**config.mk**
```make
export PLATFORM = sky130hd
export DESIGN_NAME = md_unit_flat
export DESIGN_NICKNAME = d
export VERILOG_FILES = /design/src/rtl/md_unit_if.sv /design/src/rtl/md_unit.sv /design/src/flat_wrapper.sv
export SDC_FILE = /design/constraint.sdc
export NUM_CORES = 2
export LEC_CHECK = 0
export BUFFER_PORTS_ARGS = -buffer_cell sky130_fd_sc_hd__clkbuf_2
export CAP_MARGIN = 20
export CORE_MARGIN = 3
export CORE_UTILIZATION = 45
export DETAILED_ROUTE_END_ITERATION = 10
export SLEW_MARGIN = 10
export SYNTH_ARGS = -nofsm -noshare
export SYNTH_HDL_FRONTEND = slang
export SYNTH_SLANG_ARGS = --single-unit
```
**constraint.sdc**
```tcl
create_clock -name clk -period 14.5 [get_ports clk]
set_input_delay 0.725 -clock clk [delete_from_list [all_inputs] [get_ports clk]]
set_output_delay 0.725 -clock clk [all_outputs]
set_load 0.05 [all_outputs]
```
**src/rtl/md_unit_if.sv**
```systemverilog
// Request/result bundle between the EX stage and the multiply/divide unit.
// The master drives the launch/flush side; the slave returns status and HI/LO.
interface md_unit_if #(
  parameter int unsigned WIDTH = 32
) ();
  logic             start;
  logic [2:0]       op;
  logic [WIDTH-1:0] src_a;
  logic [WIDTH-1:0] src_b;
  logic             flush;
  logic             busy;
  logic             done;
  logic [WIDTH-1:0] hi;
  logic [WIDTH-1:0] lo;

  modport master (
    output start, op, src_a, src_b, flush,
    input  busy, done, hi, lo
  );

  modport slave (
    input  start, op, src_a, src_b, flush,
    output busy, done, hi, lo
  );
endinterface

```
**src/rtl/md_unit.sv**
```systemverilog
// Multi-cycle MULT/MULTU/DIV/DIVU unit with HI/LO registers and MTHI/MTLO.
// Multiply writes back after MUL_LAT cycles; divide is restoring, one bit per cycle.
module md_unit #(
  parameter int unsigned WIDTH   = 32,
  parameter int unsigned MUL_LAT = 4
) (
  input  logic     clk,
  input  logic     rst,
  md_unit_if.slave bus
);

  localparam int unsigned PW      = 2 * WIDTH;
  localparam int unsigned CNT_MAX = (WIDTH + 2 > 8) ? (WIDTH + 2) : 8;
  localparam int unsigned CW      = $clog2(CNT_MAX + 1);

  typedef enum logic [1:0] {
    IDLE = 2'd0,
    MUL  = 2'd1,
    DIV  = 2'd2
  } state_e;

  state_e           state_q, state_d;
  logic [CW-1:0]    cnt_q, cnt_d;
  logic [WIDTH-1:0] a_q, a_d;
  logic [WIDTH-1:0] b_q, b_d;
  logic [WIDTH-1:0] rem_q, rem_d;
  logic [WIDTH-1:0] orig_a_q, orig_a_d;
  logic [WIDTH-1:0] hi_q, hi_d;
  logic [WIDTH-1:0] lo_q, lo_d;
  logic             sgn_q, sgn_d;
  logic             qneg_q, qneg_d;
  logic             rneg_q, rneg_d;
  logic             busy_q, busy_d;
  logic             done_q, done_d;

  logic [PW-1:0]    mul_a_c, mul_b_c, prod_c;
  logic [WIDTH:0]   rsh_c, diff_c;
  logic [WIDTH-1:0] quo_fix_c, rem_fix_c;

  // Sign/zero extend to 2*WIDTH so one unsigned multiply covers both flavours.
  assign mul_a_c = sgn_q ? {{WIDTH{a_q[WIDTH-1]}}, a_q} : {{WIDTH{1'b0}}, a_q};
  assign mul_b_c = sgn_q ? {{WIDTH{b_q[WIDTH-1]}}, b_q} : {{WIDTH{1'b0}}, b_q};
  assign prod_c  = mul_a_c * mul_b_c;

  // Restoring step: partial remainder shifted left with the next dividend bit.
  assign rsh_c     = {rem_q, a_q[WIDTH-1]};
  assign diff_c    = rsh_c - {1'b0, b_q};
  assign quo_fix_c = qneg_q ? -a_q : a_q;
  assign rem_fix_c = rneg_q ? -rem_q : rem_q;

  always_comb begin
    state_d  = state_q;
    cnt_d    = cnt_q;
    a_d      = a_q;
    b_d      = b_q;
    rem_d    = rem_q;
    orig_a_d = orig_a_q;
    sgn_d    = sgn_q;
    qneg_d   = qneg_q;
    rneg_d   = rneg_q;
    hi_d     = hi_q;
    lo_d     = lo_q;
    done_d   = 1'b0;

    case (state_q)
      IDLE: begin
        if (bus.start && !bus.flush) begin
          if (!bus.op[2]) begin
            a_d      = bus.src_a;
            b_d      = bus.src_b;
            orig_a_d = bus.src_a;
            sgn_d    = ~bus.op[0];
            qneg_d   = 1'b0;
            rneg_d   = 1'b0;
            rem_d    = '0;
            cnt_d    = CW'(1);
            state_d  = bus.op[1] ? DIV : MUL;
          end else if (bus.op == 3'd4) begin
            hi_d = bus.src_a;
          end else if (bus.op == 3'd5) begin
            lo_d = bus.src_a;
          end
        end
      end

      MUL: begin
        if (bus.flush) begin
          state_d = IDLE;
        end else if (cnt_q == CW'(MUL_LAT)) begin
          {hi_d, lo_d} = prod_c;
          done_d       = 1'b1;
          state_d      = IDLE;
        end else begin
          cnt_d = cnt_q + CW'(1);
        end
      end

      DIV: begin
        if (bus.flush) begin
          state_d = IDLE;
        end else if (cnt_q == CW'(1)) begin
          if (sgn_q) begin
            a_d    = a_q[WIDTH-1] ? -a_q : a_q;
            b_d    = b_q[WIDTH-1] ? -b_q : b_q;
            qneg_d = a_q[WIDTH-1] ^ b_q[WIDTH-1];
            rneg_d = a_q[WIDTH-1];
          end
          cnt_d = cnt_q + CW'(1);
        end else if (cnt_q <= CW'(WIDTH + 1)) begin
          // Quotient bits shift into the dividend register as it drains.
          if (!diff_c[WIDTH]) begin
            rem_d = diff_c[WIDTH-1:0];
            a_d   = {a_q[WIDTH-2:0], 1'b1};
          end else begin
            rem_d = rsh_c[WIDTH-1:0];
            a_d   = {a_q[WIDTH-2:0], 1'b0};
          end
          cnt_d = cnt_q + CW'(1);
        end else begin
          if (b_q == '0) begin
            lo_d = '1;
            hi_d = orig_a_q;
          end else begin
            lo_d = quo_fix_c;
            hi_d = rem_fix_c;
          end
          done_d  = 1'b1;
          state_d = IDLE;
        end
      end

      default: state_d = IDLE;
    endcase

    busy_d = (state_d != IDLE);
  end

  always_ff @(posedge clk or posedge rst) begin
    if (rst) begin
      state_q  <= IDLE;
      cnt_q    <= '0;
      a_q      <= '0;
      b_q      <= '0;
      rem_q    <= '0;
      orig_a_q <= '0;
      sgn_q    <= 1'b0;
      qneg_q   <= 1'b0;
      rneg_q   <= 1'b0;
      hi_q     <= '0;
      lo_q     <= '0;
      busy_q   <= 1'b0;
      done_q   <= 1'b0;
    end else begin
      state_q  <= state_d;
      cnt_q    <= cnt_d;
      a_q      <= a_d;
      b_q      <= b_d;
      rem_q    <= rem_d;
      orig_a_q <= orig_a_d;
      sgn_q    <= sgn_d;
      qneg_q   <= qneg_d;
      rneg_q   <= rneg_d;
      hi_q     <= hi_d;
      lo_q     <= lo_d;
      busy_q   <= busy_d;
      done_q   <= done_d;
    end
  end

  assign bus.busy = busy_q;
  assign bus.done = done_q;
  assign bus.hi   = hi_q;
  assign bus.lo   = lo_q;

endmodule

```
**src/flat_wrapper.sv**
```systemverilog
// flat-port wrapper written by rule: the top's interface ports become plain ports
module md_unit_flat 
#(
  parameter int unsigned WIDTH   = 32,
  parameter int unsigned MUL_LAT = 4
)
  (clk, rst, bus_start, bus_op, bus_src_a, bus_src_b, bus_flush, bus_busy, bus_done, bus_hi, bus_lo);
  md_unit_if #(.WIDTH(WIDTH)) bus_i ();
  input  logic clk;
  input  logic rst;
  input wire logic [$bits(bus_i.start)-1:0] bus_start;
  input wire logic [$bits(bus_i.op)-1:0] bus_op;
  input wire logic [$bits(bus_i.src_a)-1:0] bus_src_a;
  input wire logic [$bits(bus_i.src_b)-1:0] bus_src_b;
  input wire logic [$bits(bus_i.flush)-1:0] bus_flush;
  output wire logic [$bits(bus_i.busy)-1:0] bus_busy;
  output wire logic [$bits(bus_i.done)-1:0] bus_done;
  output wire logic [$bits(bus_i.hi)-1:0] bus_hi;
  output wire logic [$bits(bus_i.lo)-1:0] bus_lo;
  assign bus_i.start = bus_start;
  assign bus_i.op = bus_op;
  assign bus_i.src_a = bus_src_a;
  assign bus_i.src_b = bus_src_b;
  assign bus_i.flush = bus_flush;
  assign bus_busy = bus_i.busy;
  assign bus_done = bus_i.done;
  assign bus_hi = bus_i.hi;
  assign bus_lo = bus_i.lo;
  md_unit #(.WIDTH(WIDTH), .MUL_LAT(MUL_LAT)) u_core (.clk(clk), .rst(rst), .bus(bus_i));
endmodule
```
==> results.txt <==
Final TNS setup - 0 ns
crit path capture type - register
Avg Cell Area, Syn - 8.97 um2
CP Launch Type - register
# setup viols final - 0
DR pass1 iterations - 6
Arr. time, crit path - 11.60 ns
clock root buffer - clkbuf_16
Clock Sink Count - 205
GRT overflow - 0
Synth Flop Type - dfrtp_1
via count - 49,100
register area share after synthesis - 8.24%
vias in the first global route - 52,000
Max clock buf depth - 3
fmax - 0.0899 GHz
DP Wirelength - 178,000 um
most common cell after layout, fill and taps aside - inv_1
slowest CP cell - fa_1
Post-CTS Setup Bufs - 0
Cell variety after synth - 82
DR vias/cell - 5.70
largest net degree at the start of global routing - 115
syn_nets - 8,784
Initial Util - 45.6%
P&R area growth vs syn - 5.15%
Final Wtd Congestion - 0.996
Final nets - 8,654
Die ar. - 143,000 um2
max incr delay on CP - 0.93 ns
#FFs+latches synth - 205
Mapped Area - 62,300 um2
clock-pin slew on the worst setup and hold paths - 0.06 ns
CP Data Required Time - 14.97 ns
width of the die - 378 um
TritonCTS Buffers - 26
Worst Tran Pin Value - 1.11 ns
initial antenna violation count - 23
Routed Antenna Nets - 0
CTS tree - done
final number of hold-violating endpoints - 0
worst min-delay path class - in2async
outcome - completed
unrepaired setup endpoints after global routing - false
cell taking the most area after synthesis - fa_1
Iter 0 DRT Violations - 4,567
Worst Clk Skew - 0.0282 ns
row cnt - 135
Placed Cells - 8,560
top cell type's share of synthesized area - 45.7%
Synth area leaders - fa_1 (46%), inv_1 (9.6%), dfrtp_1 (8.2%)
Synth warnings - 0
critical path peak fanout - 31
Cell Count, Final, Fillers Out - 8,616
global-route wire length before repair - 341,000 um
Rel. slew slack - 26.2%
IO Port Bufs - 136
ys async rst share - 100%
Core Area - 136,000 um2
Post-synth EDFFs - 0
Post-Synthesis Cells - 6,939
I/O pins - 137
crit-path most repeated cell - fa_1
DRC errors left - 0
Routed wire per std cell - 26.3 um
Post-CTS Hold Fix Bufs - 0
final WL - 226,000 um
cts repair resizes - 0
Die Height - 378 um
max cap viols - 0
Clock Latency Late Sink - 0.61 ns
H-Tree Depth - 1
WS Path Type - reg2reg
layout cells sized above 1 - 5.68%
fin. max-slew vios - 0
post-route minimum period - 11.13 ns
Tot GR Track Use - 32.4%
final cycle utilization of the critical path - 76.7%
commonest cells after routing, fill and taps aside - inv_1 (1,595), fa_1 (1,420), nand2_1 (761), and2_1 (499), ha_1 (351)
## cells by family (layout without fill, tap and decap cells)
family,after synthesis,count (layout),synth area share (%)
multiplexers,63,63,1.09
flip-flops,205,205,8.24
other,0,6,0
AO/OA/AOI/OAI,834,834,8.55
AND/OR/NAND/NOR,1862,1862,14.5
buffers and inverters,2005,1895,12.1
XOR/XNOR,192,192,2.70
adder cells (fa/ha/maj),1778,1778,52.8
## metrics by stage
step | cell area, um2 | setup WS [ns] | utilization, % | hold WS, ns
floorplan | 62300 | 4.99 | - | 0.475
global placement | 64500 | 3.91 | 47.3 | 0.459
detailed placement | 64500 | 3.73 | 47.3 | 0.468
CTS | 65400 | 3.69 | 47.9 | 0.335
global route | 65500 | 3.07 | 48.0 | 0.358
finish | 65500 | 3.37 | 48.0 | 0.292
## area by class of cell
class                           instances  area [um2]
Fill cell                           13200       71000
Multi-Input combinational cell       4729       49700
Inverter                             1599        6010
Sequential cell                       205        5150
Tap cell                             1781        2230
Timing Repair Buffer                  248        1520
Clock buffer                           38         766
Clock inverter                         10         133
Antenna cell                            6        15.0
## cells in the mapped netlist, types with 21 or more instances
cell      number
a31oi_1       24
a21oi_1      153
a221oi_1      36
a21o_1        56
mux2_2        36
xnor2_1      126
nand3_1       54
o21ai_0      288
mux2i_1       27
o31ai_1       47
and3_1        60
o211ai_1      22
nand2_1      764
dfrtp_1      205
fa_1        1420
clkbuf_1     379
inv_1       1596
or3_1         25
a211oi_1      40
nor3_1        52
nand4_1       21
nor2_1       281
nand2b_1      22
and2_1       499
xor2_1        66
ha_1         354
## per-layer routing
metal | global-route usage, % | up-vias | part of all wire, %
li1 | - | 20700 | -
met1 | 41.8 | 25500 | 39
met2 | 52.0 | 2342 | 46
met3 | 6.24 | 557 | 8.6
met4 | 17.2 | 10 | 6.4
met5 | 0 | - | 0.028
## path summary, 6_finish.rpt
check                                  from                 to  slack (ns)  cells past startpoint
min reg2reg                u_core.bus.lo[6]   u_core.bus.lo[6]        0.48                      1
max reg2reg                  u_core.a_q[31]  u_core.bus.hi[30]        3.37                     28
min in group clk               bus_src_b[0]      u_core.b_q[0]        0.37                      2
min                                     rst  u_core.state_q[0]        0.29                      2
max                          u_core.a_q[31]  u_core.bus.hi[30]        3.37                     28
max in group asynchronous               rst     u_core.b_q[25]       12.77                      3
## state kept, by name, indices dropped and copies added (netlist names)
signal           count
u_core.a_q          32
u_core.b_q          32
u_core.bus.hi       32
u_core.bus.lo       32
u_core.orig_a_q     32
u_core.rem_q        32
u_core.cnt_q         6
u_core.state_q       2
u_core.bus.busy      1
u_core.bus.done      1
u_core.qneg_q        1
u_core.rneg_q        1
u_core.sgn_q         1
## critical path: cells and delay by family (launching register included)
kind,cells,cell delay [ns]
buffers and inverters,7,1.39
and+or+nand+nor,5,1.16
DFF,1,0.32
AOI/OAI and AO/OA,5,1.85
adders and majority gates,11,6.23
Power is not shown: default switching activity piles up to over one toggle a cycle in this logic, so the estimate is an artifact.
